<file path="src/rtl/traffic_light_ctrl.sv">
// traffic_light_ctrl
//   Two-direction traffic light sequencer with a countdown display for each
//   direction and a flashing-yellow night mode.
//   Normal cycle: G1 -> Y1 -> AR1 -> G2 -> Y2 -> AR2 -> G1.
//   Night mode is entered from the end of an all-red phase and left through
//   one AR2 clearance phase.
//
// Ports
//   clk       : clock, all state changes on the rising edge
//   rs        : asynchronous active-high reset
//   night     : night-mode request level, sampled on ticks only
//   X1/V1/D1  : direction-1 green / yellow / red lamps
//   X2/V2/D2  : direction-2 green / yellow / red lamps
//   counter1  : ticks remaining on direction-1's current lamp (saturating)
//   counter2  : ticks remaining on direction-2's current lamp (saturating)
module traffic_light_ctrl #(
  parameter int CW       = 8,
  parameter int T_GREEN  = 15,
  parameter int T_YELLOW = 5,
  parameter int T_ALLRED = 1,
  parameter int T_FLASH  = 2,
  parameter int TICK_DIV = 1
) (
  input  logic          clk,
  input  logic          rs,
  input  logic          night,
  output logic          X1,
  output logic          V1,
  output logic          D1,
  output logic          X2,
  output logic          V2,
  output logic          D2,
  output logic [CW-1:0] counter1,
  output logic [CW-1:0] counter2
);

  localparam int TMAX_GY = (T_GREEN > T_YELLOW) ? T_GREEN : T_YELLOW;
  localparam int TMAX_AF = (T_ALLRED > T_FLASH) ? T_ALLRED : T_FLASH;
  localparam int TMAX    = (TMAX_GY > TMAX_AF) ? TMAX_GY : TMAX_AF;
  localparam int CNTW    = (TMAX > 1) ? $clog2(TMAX) : 1;
  localparam int PW      = (TICK_DIV > 1) ? $clog2(TICK_DIV) : 1;
  // Display arithmetic width: wide enough for any sum of the phase lengths.
  localparam int DW      = (CW + 2 > 34) ? CW + 2 : 34;

  localparam logic [DW-1:0] K_G   = DW'(T_GREEN);
  localparam logic [DW-1:0] K_Y   = DW'(T_YELLOW);
  localparam logic [DW-1:0] K_AR  = DW'(T_ALLRED);
  localparam logic [DW-1:0] K_ONE = DW'(1);
  localparam logic [DW-1:0] K_SAT = {{(DW-CW){1'b0}}, {CW{1'b1}}};

  localparam logic [CNTW-1:0] C_GREEN  = CNTW'(T_GREEN - 1);
  localparam logic [CNTW-1:0] C_YELLOW = CNTW'(T_YELLOW - 1);
  localparam logic [CNTW-1:0] C_ALLRED = CNTW'(T_ALLRED - 1);
  localparam logic [CNTW-1:0] C_FLASH  = CNTW'(T_FLASH - 1);
  localparam logic [PW-1:0]   P_LAST   = PW'(TICK_DIV - 1);

  typedef enum logic [2:0] {
    S_G1, S_Y1, S_AR1, S_G2, S_Y2, S_AR2, S_NF_ON, S_NF_OFF
  } state_t;

  typedef struct packed {
    logic          x1;
    logic          v1;
    logic          d1;
    logic          x2;
    logic          v2;
    logic          d2;
    logic [CW-1:0] c1;
    logic [CW-1:0] c2;
  } disp_t;

  state_t          r_state;
  logic [CNTW-1:0] r_cnt;
  logic [PW-1:0]   r_presc;
  disp_t           r_disp;

  state_t          w_state_nxt;
  logic [CNTW-1:0] w_cnt_nxt;
  logic            w_tick;

  function automatic logic [CW-1:0] sat(input logic [DW-1:0] v);
    return (v > K_SAT) ? '1 : v[CW-1:0];
  endfunction

  // Lamp and display decode for a given state / phase count.
  function automatic disp_t decode(input state_t s, input logic [CNTW-1:0] c);
    disp_t           d;
    logic [DW-1:0]   rem;
    d   = '0;
    rem = DW'(c) + K_ONE;
    case (s)
      S_G1: begin
        d.x1 = 1'b1; d.d2 = 1'b1;
        d.c1 = sat(rem);
        d.c2 = sat(rem + K_Y + K_AR);
      end
      S_Y1: begin
        d.v1 = 1'b1; d.d2 = 1'b1;
        d.c1 = sat(rem);
        d.c2 = sat(rem + K_AR);
      end
      S_AR1: begin
        d.d1 = 1'b1; d.d2 = 1'b1;
        d.c1 = sat(rem + K_G + K_Y + K_AR);
        d.c2 = sat(rem);
      end
      S_G2: begin
        d.d1 = 1'b1; d.x2 = 1'b1;
        d.c1 = sat(rem + K_Y + K_AR);
        d.c2 = sat(rem);
      end
      S_Y2: begin
        d.d1 = 1'b1; d.v2 = 1'b1;
        d.c1 = sat(rem + K_AR);
        d.c2 = sat(rem);
      end
      S_AR2: begin
        d.d1 = 1'b1; d.d2 = 1'b1;
        d.c1 = sat(rem);
        d.c2 = sat(rem + K_G + K_Y + K_AR);
      end
      S_NF_ON: begin
        d.v1 = 1'b1; d.v2 = 1'b1;
      end
      default: ;
    endcase
    return d;
  endfunction

  assign w_tick = (r_presc == P_LAST);

  always_comb begin
    w_state_nxt = r_state;
    w_cnt_nxt   = r_cnt;
    if (w_tick) begin
      if (r_cnt != '0) begin
        w_cnt_nxt = r_cnt - CNTW'(1);
      end else begin
        case (r_state)
          S_G1:  begin w_state_nxt = S_Y1;  w_cnt_nxt = C_YELLOW; end
          S_Y1:  begin w_state_nxt = S_AR1; w_cnt_nxt = C_ALLRED; end
          S_AR1: begin
            if (night) begin w_state_nxt = S_NF_ON; w_cnt_nxt = C_FLASH; end
            else       begin w_state_nxt = S_G2;    w_cnt_nxt = C_GREEN; end
          end
          S_G2:  begin w_state_nxt = S_Y2;  w_cnt_nxt = C_YELLOW; end
          S_Y2:  begin w_state_nxt = S_AR2; w_cnt_nxt = C_ALLRED; end
          S_AR2: begin
            if (night) begin w_state_nxt = S_NF_ON; w_cnt_nxt = C_FLASH; end
            else       begin w_state_nxt = S_G1;    w_cnt_nxt = C_GREEN; end
          end
          S_NF_ON: begin
            if (night) begin w_state_nxt = S_NF_OFF; w_cnt_nxt = C_FLASH; end
            else       begin w_state_nxt = S_AR2;    w_cnt_nxt = C_ALLRED; end
          end
          S_NF_OFF: begin
            if (night) begin w_state_nxt = S_NF_ON; w_cnt_nxt = C_FLASH; end
            else       begin w_state_nxt = S_AR2;   w_cnt_nxt = C_ALLRED; end
          end
          default: begin w_state_nxt = S_AR2; w_cnt_nxt = C_ALLRED; end
        endcase
      end
    end
  end

  // Outputs are registered from the next-state decode so they line up with
  // the state register; reset loads the G1 decode directly.
  always_ff @(posedge clk or posedge rs) begin
    if (rs) begin
      r_state <= S_G1;
      r_cnt   <= C_GREEN;
      r_presc <= '0;
      r_disp  <= decode(S_G1, C_GREEN);
    end else begin
      r_state <= w_state_nxt;
      r_cnt   <= w_cnt_nxt;
      r_presc <= w_tick ? '0 : r_presc + PW'(1);
      r_disp  <= decode(w_state_nxt, w_cnt_nxt);
    end
  end

  assign X1       = r_disp.x1;
  assign V1       = r_disp.v1;
  assign D1       = r_disp.d1;
  assign X2       = r_disp.x2;
  assign V2       = r_disp.v2;
  assign D2       = r_disp.d2;
  assign counter1 = r_disp.c1;
  assign counter2 = r_disp.c2;

endmodule

</file>
<file path="config.mk">
export PLATFORM = sky130hd
export DESIGN_NAME = traffic_light_ctrl
export DESIGN_NICKNAME = d
export VERILOG_FILES = /design/src/rtl/traffic_light_ctrl.sv
export SDC_FILE = /design/constraint.sdc
export NUM_CORES = 1
export LEC_CHECK = 0
export ABC_CLOCK_PERIOD_IN_PS = 3270
export BUFFER_PORTS_ARGS = -buffer_cell sky130_fd_sc_hd__buf_4
export CAP_MARGIN = 30
export CORE_MARGIN = 2
export CORE_UTILIZATION = 50
export CTS_CLUSTER_DIAMETER = 200
export CTS_CLUSTER_SIZE = 24
export DETAILED_ROUTE_END_ITERATION = 7
export PLACE_DENSITY = 0.72
export SLEW_MARGIN = 20
export SYNTH_ARGS = -nofsm -noshare
export SYNTH_HDL_FRONTEND = slang
export SYNTH_SLANG_ARGS = --single-unit
</file>
<file path="constraint.sdc">
create_clock -name clk -period 3.27 [get_ports clk]
set_clock_uncertainty 0.15 [all_clocks]
set_input_delay 0.327 -clock clk [delete_from_list [all_inputs] [get_ports clk]]
set_output_delay 0.327 -clock clk [all_outputs]
set_load 0.05 [all_outputs]
</file>
Word-level counts from Yosys, hierarchy flattened
Index checks and enable logic that the tools add are counted.
Widths: inputs -> output; s select.
Operators by class
  add/subtract/negate cells: 9
  magnitude comparators: 4
  equal/unequal tests: 13
  mux-type cells: 24
  reductions and logical operators: 11
Operator list (number)
  $pmux 16 s6: 1
  $mux 8: 4
  $pmux 3 s8: 1
  $eq 3x3->1 const B: 7
  $pmux 4 s4: 1
  $eq 3x2->1 const B: 4
  $mux 3: 4
  $mux 4: 3
  $reduce_or 2->1: 6
  $add 7x1->8 const B: 1
  $gt 5x8->1 const B: 1
  $gt 6x8->1 const B: 1
  $gt 7x8->1 const B: 1
  $gt 8x8->1 const B: 1
  $mux 1: 8
  $reduce_or 4->1: 2
  $add 6x1->7 const B: 1
  $add 6x3->7 const B: 1
  $add 5x1->6 const B: 1
  $add 5x3->6 const B: 1
  $add 5x4->6 const B: 1
  $eq 3x1->1 const B: 2
  $logic_not 3->1: 2
  $add 4x1->5 const B: 1
  4 further kinds: 5
Storage, ports and cells
  flip-flop bits (word level): 30
  input port bits: 3

Depth between registers and ports, before layout
Gate-level depths: netlist of the first run.
  depth after elaboration: 12
  mapped depth: 16

Worst setup path after synthesis of the first run
No wires, ideal clock.
  path kind: reg2reg
  start: register r_cnt[0]
  end: register r_disp (netlist bit counter2[5])
  setup time: 0.084 ns
  arrival: 3.365 ns
  path slack: -0.329 ns
  cell stages (with the launch flop): 16
  buffers on the path: 2
  period minus slack after synthesis: 3.599 ns
  cells stage by stage: dfrtp_1 inv_1 ha_1 or3b_1 or3_1 buf_6 a21boi_0 ha_1 clkbuf_1 a211oi_1 nand2_1 o211ai_4 inv_2 ha_1 o32a_1 o22ai_1
Between the ends
  word-level cells in the longest chain between the ends: 10
  elaborated cells between the ends (all ways): 28
Ends and longest elaborated chain
  start, declared: RTL line 73  | logic [CNTW-1:0] r_cnt;
  start signal, assigned: RTL line 176  | r_cnt <= w_cnt_nxt;
  $sub 4x1->4 / $reduce_bool 4->1 (equally long branches): RTL line 137, 136
  $mux 4 (*): RTL line 136  | if (r_cnt != '0) begin
  $mux 4 (*): RTL line 135  | if (w_tick) begin
  named net w_cnt_nxt[1]: RTL line 78  | logic [CNTW-1:0] w_cnt_nxt;
  $add 4x1->5 (*): RTL line 90  | rem = DW'(c) + K_ONE;
  $add 5x4->6: RTL line 120  | d.c2 = sat(rem + K_G + K_Y + K_AR);
  $add 6x3->7: RTL line 120
  $add 7x1->8: RTL line 120
  $gt 8x8->1: RTL line 82  | return (v > K_SAT) ? '1 : v[CW-1:0];
  $mux 8: RTL line 82
  $pmux 16 s6 (*): RTL line 91  | case (s)
  end signal, assigned: RTL line 173  | r_disp <= decode(S_G1, C_GREEN);
  end signal, assigned: RTL line 178  | r_disp <= decode(w_state_nxt, w_cnt_nxt);
  end, declared: RTL line 75  | disp_t r_disp;
Mark *: on every way through the listed nets, which the timed path passes. The rest lies on a longest branch.

Worst setup path after layout of the first run
  start: register r_cnt[0]
  end: register r_disp (netlist bit counter1[3])
Between the ends
  word-level cells in the longest chain between the ends: 10
  elaborated cells between the ends (all ways): 28
Ends and longest elaborated chain
  $sub 4x1->4 / $reduce_bool 4->1 (equally long branches): RTL line 137, 136
  $mux 4 (*): RTL line 136
  $mux 4 (*): RTL line 135
  named net w_cnt_nxt[1]: RTL line 78
  $add 4x1->5 (*): RTL line 90
  $add 5x4->6: RTL line 104  | d.c1 = sat(rem + K_G + K_Y + K_AR);
  $add 6x3->7: RTL line 104
  $add 7x1->8: RTL line 104
  $gt 8x8->1: RTL line 82
  $mux 8: RTL line 82
  $pmux 16 s6 (*): RTL line 91
Marked as above.

==> results of run 1 <==
[metal layers]
metal | global-route usage (%) | vias to the layer above | part of all wire [%]
met5 | 0 | - | 0
met4 | 10.20 | 0 | 2.7
met3 | 2.703 | 12 | 5.4
met2 | 34.75 | 67 | 46
met1 | 32.95 | 873 | 46
li1 | - | 914 | -
[cells in the final DEF, fill, tap and decap left out, drive strengths merged, types with 6 or more instances in the layout]
| cell type | synthesis | final |
|---|---|---|
| a21oi | 14 | 14 |
| nand2 | 15 | 15 |
| nor3 | 11 | 11 |
| o22ai | 7 | 7 |
| inv | 16 | 16 |
| o21ai | 15 | 15 |
| buf | 11 | 38 |
| ha | 6 | 6 |
| dfrtp | 13 | 13 |
| nor2 | 13 | 13 |
| dfstp | 12 | 12 |
[what timing repair did]
item | CTS | global route
hold endpoints to repair | 0 | 6
hold buffers | 0 | 1
setup buffers | 0 | 4
gates cloned | 0 | 0
endpoints found under the setup margin | 2 | 5
resized for setup | 0 | 9
pin swaps | 0 | 4
[registers in the layout, indices dropped and copies added, names as in the netlist, 3 cells and up]
| register | count |
|---|---|
| counter1 | 6 |
| r_state | 3 |
| r_cnt | 4 |
| counter2 | 6 |
[worst max-delay path by stage]
stage / startpoint / to / slack (ns) / cells past startpoint
global placement: r_cnt[1]$_DFF_PP1_ / counter1[3]$_DFF_PP1_ / 0.14 / 14
detailed placement: r_cnt[1]$_DFF_PP1_ / counter1[3]$_DFF_PP1_ / 0.01 / 14
global route: r_cnt[0]$_DFF_PP0_ / counter1[3]$_DFF_PP1_ / -0.15 / 14
floorplan: r_cnt[0]$_DFF_PP0_ / counter1[3]$_DFF_PP1_ / -0.03 / 16
CTS: r_cnt[1]$_DFF_PP1_ / counter1[3]$_DFF_PP1_ / -0.009 / 14
finish: r_cnt[0]$_DFF_PP0_ / counter1[3]$_DFF_PP1_ / 0.002 / 14
[cell families after synthesis]
family / synth area share, %
other cells: 0.1901
xor+xnor: 2.663
simple gates: 21.24
mux: 3.741
fa+ha+maj: 3.805
compound gates: 27.59
buf+inv: 8.307
flops: 32.47
[final cells by class]
class	instances	area (sq um)	area share (%)
clock buffers	4	45.04	1.895
multi-input cells	178	1269	53.37
inverters	16	60.06	2.526
flip-flops and latches	25	640.6	26.95
well taps	48	60.06	2.526
repair buffers	39	302.8	12.74
[worst min-delay path, cell delays in order]
cell and delay [ns]:
buf_4 0.15, nand4bb_1 0.16, o22ai_2 0.12
[metrics by stage]
stage | hold WS [ns] | cell area [sq um] | setup slack [ns] | util (%) | std cells
after floorplan | 0.1954 | 2037 | -0.03363 | - | 239
after global placement | 0.4208 | 2231 | 0.1431 | 60.03 | 300
after detailed placement | 0.4298 | 2231 | 0.01401 | 60.03 | 300
after CTS | 0.1372 | 2276 | -0.008586 | 61.25 | 304
after global routing | 0.4077 | 2377 | -0.1506 | 63.97 | 310
final | 0.4049 | 2377 | 0.002086 | 63.97 | 310
==> impl_metrics.ini, run 1 <==
[clock_tree]
cts_tree = built
cts_sinks = 25
htree_levels = 1
clk_latency_ns = 0.26
clkTransAtPathRegs_ns = 0.09
cts_buffers = 3
clockRootBuffer = clkbuf_8
clk_path_buf_depth = 2

[logic_synthesis]
syn_area_sq_um = 1973
synth-seq-cells = 25
yosysWarnings = 0
synth_edf_count = 0
ys_types = 60
yosys.area.top_type = dfrtp_1
ys_top_cells_by_area = dfrtp_1 (16%), dfstp_2 (16%), ha_1 (3.8%), a21oi_1 (3.6%), o21ai_0 (3.0%)
ys_seq_area_share_pct = 32.47
synthFlopType = dfrtp_1
synth_common_cells = nand2_1 (15), a21oi_1 (14), inv_1 (14)
synth_area_per_cell_sq_um = 8.361
yosys.area.top_type_share_pct = 16.49
synth_most_common_cell = nand2_1
postSynth.asyncResetShare_pct = 100.0
syn_inst = 236

[global_route]
grt_pass1_wl_um = 7776
grt-ovfl-total = 0
grt_pass1_vias = 1568
grt_max_degree = 26
grt_antenna_before_repair = 0
grt_use_total_pct = 23.06

[floorplanning]
ioPinCount = 25
die_w_um = 66.82
initial_utilization_pct = 53.10
fp.dieH_um = 66.82
dieArea_sq_um = 4465
core_area_sq_um = 3716
fp-row-count = 22

[sta]
setup_viol = 0
period_share_pct = 99.94
tns_ns = 0
max_slew_margin_pct = 50.15
worst_slew_pin_slew_ns = 0.7399
drv_slew = 0
hold_viol = 0
fmax_mhz = 306.0
rsz0062_at_grt = true
fin_crit_ns = 3.268

[outcome]
status = complete, no violations

[min_path]
whs_endpoint = r_cnt[0]$_DFF_PP0_
worstHoldStart = night
hold_class = in -> reg
holdPathStages = 3

[finish]
areaGrowthSynthToFinish_pct = 20.48
fillers = 321
num_antenna_cells = 0
layout.nets = 272
drive_above_1_share_pct = 28.24

[worst_setup_path]
cp_max_fo = 4
cp.required_ns = 3.29
max_stage_delay_ns = 0.40
crit-reg2reg-launch = r_cnt[0]$_DFF_PP0_
crit_chain = inv_2 -> ha_4 -> or3b_4 -> or3_4 -> a21boi_4 -> ha_4 -> a211oi_2 -> nand2_1 -> o211ai_4 -> ha_2 -> and2_4 -> a311oi_2 -> o31ai_1 -> o221ai_1
rrSetupSlack_ns = 0.002
ff2ff_path_depth = 14
critical_path_class = reg -> reg
cp.arrival_ns = 3.29
path_buf_inv = 1
cpLargestDelayFamily = simple AND/OR/NAND/NOR gates
crit_path_end_kind = flop
startpoint_type = flop
cp_slowest_cell = dfrtp_1
cp_common_cell = ha_4
rr_endpoint = counter1[3]$_DFF_PP1_

[drt]
wl_per_cell_um = 15.95
drc = 0
routed_wl_um = 4944
via_per_inst = 6.019
dr.first_iter.drc_count = 202
antenna_left = 0
dr_total_vias = 1866
dr.pass1.iters = 4

[placed_design]
hpwl_um = 3645
io_buffers = 20
gp_congestion = 1.003

[run]
maxCapViolCount = 0
Power of run 1 is left out: the tool's default activity adds up to more than one toggle a clock period on the data nets, which glitch-free logic cannot reach.
==> inputs of run 2 (changes only) <==
--- a/config.mk
+++ b/config.mk
@@ -6,14 +6,14 @@
 export NUM_CORES = 1
 export LEC_CHECK = 0
 export ABC_CLOCK_PERIOD_IN_PS = 3270
-export BUFFER_PORTS_ARGS = -buffer_cell sky130_fd_sc_hd__buf_4
 export CAP_MARGIN = 30
 export CORE_MARGIN = 2
 export CORE_UTILIZATION = 50
 export CTS_CLUSTER_DIAMETER = 200
 export CTS_CLUSTER_SIZE = 24
 export DETAILED_ROUTE_END_ITERATION = 7
-export PLACE_DENSITY = 0.72
+export DONT_BUFFER_PORTS = 1
+export PLACE_DENSITY = 0.67
 export SLEW_MARGIN = 20
 export SYNTH_ARGS = -nofsm -noshare
 export SYNTH_HDL_FRONTEND = slang
==> impl_metrics.ini, run 2 (synthesis gave the netlist of run 1 again) <==
[placed_design]
gp_congestion = 0.9462
dp_cells = 284
io_buffers = 0
hpwl_um = 4109

[floorplanning]
ioPinCount = 25
core_area_sq_um = 3716
fp-row-count = 22
initial_utilization_pct = 53.10
dieArea_sq_um = 4465
fp.dieH_um = 66.82
die_w_um = 66.82

[clock_tree]
clk_latency_ns = 0.27
cts_buffers = 3
clockRootBuffer = clkbuf_8
clkTransAtPathRegs_ns = 0.10
cts_sinks = 25
htree_levels = 1
clk_path_buf_depth = 2
cts_tree = built

[worst_setup_path]
cp.arrival_ns = 3.26
crit_path_end_kind = flop
startpoint_type = flop
cp.required_ns = 3.30
cp_max_fo = 4
rrSetupSlack_ns = 0.04
critical_path_class = reg -> reg

[sta]
worst_slew_pin_slew_ns = 0.8335
tns_ns = 0
hold_viol = 0
drv_slew = 0
period_share_pct = 98.87
max_slew_margin_pct = 42.99
fin_crit_ns = 3.233
fmax_mhz = 309.3
setup_viol = 0
hold-worst-slack_ns = 0.1942

[finish]
num_antenna_cells = 0
layout.nets = 254
areaGrowthSynthToFinish_pct = 14.01
fin_cells = 292
final_common_cell = buf_4
drive_above_1_share_pct = 24.18
final_cell_mix = buf_4 (19), a21oi_1 (14), dfrtp_1 (13), nor2_1 (13), nand2_1 (13)

[drt]
dr.pass1.iters = 4
routed_wl_um = 5701
antenna_left = 0
dr.first_iter.drc_count = 157
via_per_inst = 6.586
topRoutingLayerUsed = met4
wl_met1_um = 2479
wl_met3_um = 344
dr_wl_met2_um = 2751
dr_total_vias = 1923
wl_per_cell_um = 19.52
drc = 0

[global_route]
grt_pass1_wl_um = 8997
grt_pass1_vias = 1796
grt_use_total_pct = 26.74
grt-ovfl-total = 0
grt_antenna_before_repair = 0
grt_max_degree = 26

[run]
maxCapViolCount = 0

[outcome]
status = complete, no violations

[min_path]
hold_class = in -> reg
[run 2: cell count changes in the layout (fill, tap and decap cells not counted), sizes merged]
cell	previous run	this run
buf	38	20
[run 2: metal layers]
layer,global-route usage [%],vias up
met4,11.48,0
met5,0,-
met3,2.534,14
met1,36.83,953
li1,-,876
met2,42.50,80
[run 2: area by class of cell]
| class | count | area [sq um] |
|---|---|---|
| tap | 48 | 60.06 |
| timing repair buffer | 21 | 180.2 |
| clock buffer | 4 | 45.04 |
| sequential | 25 | 640.6 |
| multi-input combinational | 178 | 1264 |
| fill | 337 | 1466 |
| inverter | 16 | 60.06 |
[run 2: timing repair]
item	in CTS	in global routing
pin swaps	0	3
gates resized for setup	1	9
buffers inserted	1	1
hold buffers	0	1
hold endpoints to repair	0	3
setup endpoints to repair	1	5
[run 2: critical path, stage by stage, from the launching register on]
cell	delay, ns
dfstp_2	0.58
inv_2	0.06
ha_1	0.22
and2_1	0.24
a2111oi_0	0.74
mux2i_4	0.18
o211ai_4	0.16
ha_2	0.23
and2_4	0.15
a311oi_2	0.09
o31ai_1	0.21
o221ai_1	0.15
[run 2: final timing paths]
kind	from	to	cells past startpoint
worst max register to register	r_cnt[1]$_DFF_PP1_	counter1[3]$_DFF_PP1_	11
worst max-delay path	r_cnt[1]$_DFF_PP1_	counter1[3]$_DFF_PP1_	11
worst min register to register	r_cnt[0]$_DFF_PP0_	r_cnt[0]$_DFF_PP0_	2
worst min-delay path	night	r_cnt[0]$_DFF_PP0_	2
max in group asynchronous	rs	counter1[2]$_DFF_PP1_	3
min in group asynchronous	rs	counter1[4]$_DFF_PP0_	2
[run 2: metrics by stage]
stage	util [%]	setup slack [ns]	area [sq um]
6_report	60.54	0.03703	2250
2_1_floorplan	-	-0.03363	2037
3_3_place_gp	56.80	0.1275	2111
4_1_cts	58.22	0.01441	2163
3_5_place_dp	56.80	0.02636	2111
5_1_grt	60.54	-0.1109	2250
Power of run 2 is left out for the same reason.
==> inputs of run 3 (changes only) <==
--- a/config.mk
+++ b/config.mk
@@ -14,6 +14,7 @@
 export DETAILED_ROUTE_END_ITERATION = 7
 export DONT_BUFFER_PORTS = 1
 export PLACE_DENSITY = 0.67
+export SETUP_SLACK_MARGIN = 0.2
 export SLEW_MARGIN = 20
 export SYNTH_ARGS = -nofsm -noshare
 export SYNTH_HDL_FRONTEND = slang
==> impl_metrics.ini, run 3 (synthesis gave the netlist of run 1 again) <==
[outcome]
status = complete, no violations

[drt]
via_per_inst = 6.550
drc = 0
dr.pass1.iters = 5
routed_wl_um = 5727
dr_total_vias = 1978
antenna_left = 0
wl_per_cell_um = 18.96
dr.first_iter.drc_count = 171

[global_route]
grt_max_degree = 26
grt_pass1_vias = 1728
grt_pass1_wl_um = 8721
grt_antenna_before_repair = 0
grt_use_total_pct = 26.04
grt-ovfl-total = 0

[worst_setup_path]
crit_path_end_kind = flop
startpoint_type = flop
rrSetupSlack_ns = 0.08
cp_max_fo = 4
cp.arrival_ns = 3.22
cp.required_ns = 3.30
critical_path_class = reg -> reg

[sta]
rsz0062_at_grt = true
worst_slew_pin_slew_ns = 0.6340
period_share_pct = 97.48
setup_viol = 0
fmax_mhz = 313.7
drv_slew = 0
max_slew_margin_pct = 57.14
fin_crit_ns = 3.188
hold-worst-slack_ns = 0.2430
hold_viol = 0

[floorplanning]
fp-row-count = 22
dieArea_sq_um = 4465
fp.dieH_um = 66.82
ioPinCount = 25
die_w_um = 66.82
initial_utilization_pct = 53.10
core_area_sq_um = 3716

[finish]
drive_above_1_share_pct = 28.74
ff_latch_area_sq_um = 640.6
final_common_cell = buf_4
areaGrowthSynthToFinish_pct = 21.56
multiInputGateArea_sq_um = 1319
num_antenna_cells = 0
final_cell_mix = buf_4 (25), nand2_1 (14), a21oi_1 (14)
layout.nets = 264
fillers = 319

[run]
maxCapViolCount = 0

[placed_design]
io_buffers = 0
hpwl_um = 3952
gp_congestion = 0.9151

[clock_tree]
cts_tree = built
clk_latency_ns = 0.27
clkTransAtPathRegs_ns = 0.09
cts_buffers = 3
htree_levels = 1
clk_path_buf_depth = 2
cts_sinks = 25
clockRootBuffer = clkbuf_8

[min_path]
hold_class = in -> reg
run 3: cell count changes in the layout (fill, tap and decap cells not counted), moves of 2 or more:
| cell | previous run | this run |
|---|---|---|
| buf_4 | 19 | 25 |
| ha_2 | 3 | 1 |
| ha_4 | 1 | 3 |
| buf_6 | 0 | 4 |
run 3: metal layers:
layer / GRT usage (%) / wire length, um / vias to the layer above
li1: - / - / 894
met1: 37.01 / 2467 / 963
met2: 40.13 / 2722 / 101
met3: 3.041 / 380 / 20
met4: 10.20 / 157 / 0
met5: 0 / 0 / -
run 3: final timing paths:
check	from	endpoint	cells after the start
min in group asynchronous	rs	counter2[5]$_DFF_PP0_	2
max in group asynchronous	rs	counter1[1]$_DFF_PP1_	3
max	r_cnt[0]$_DFF_PP0_	counter1[3]$_DFF_PP1_	14
min	night	r_cnt[0]$_DFF_PP0_	2
min reg2reg	r_state[1]$_DFF_PP0_	D2$_DFF_PP1_	2
max reg2reg	r_cnt[0]$_DFF_PP0_	counter1[3]$_DFF_PP1_	14
run 3: worst max-delay path, cell delays in order (launching register included):
cell and delay [ns]:
dfrtp_1 0.40, inv_2 0.09, ha_4 0.13, or3b_4 0.38, or3_4 0.34, a21boi_4 0.16
ha_4 0.19, a211oi_4 0.22, nand2_2 0.12, o211ai_4 0.10, ha_2 0.21, and2_4 0.15
a311oi_2 0.09, o31ai_1 0.21, o221ai_1 0.17
run 3: what timing repair did:
item,CTS,global route
setup endpoints to repair,5,7
hold endpoints to repair,0,4
buffers inserted,6,5
gates resized for setup,7,17
gates cloned,0,0
hold buffers,0,1
pin swaps,2,5
run 3: layout make-up:
| type | instances | share of cell area [%] |
|---|---|---|
| multi-input combinational | 178 | 54.98 |
| sequential | 25 | 26.71 |
| timing repair buffer | 31 | 11.27 |
| inverter | 16 | 2.608 |
| tap | 48 | 2.504 |
| clock buffer | 3 | 1.721 |
| clock inverter | 1 | 0.2087 |
run 3: metrics by stage:
stage	util [%]	cells	worst slack, ns	TNS, ns	cell area [sq um]
finish	64.55	302	0.08229	0	2399
global placement	57.00	285	0.1416	0	2118
global route	64.55	302	-0.01940	-0.01940	2399
CTS	60.57	295	0.1271	0	2251
floorplan	-	239	-0.03363	-0.03363	2037
detailed placement	57.00	285	0.008473	0	2118
Power of run 3 is left out for the same reason.
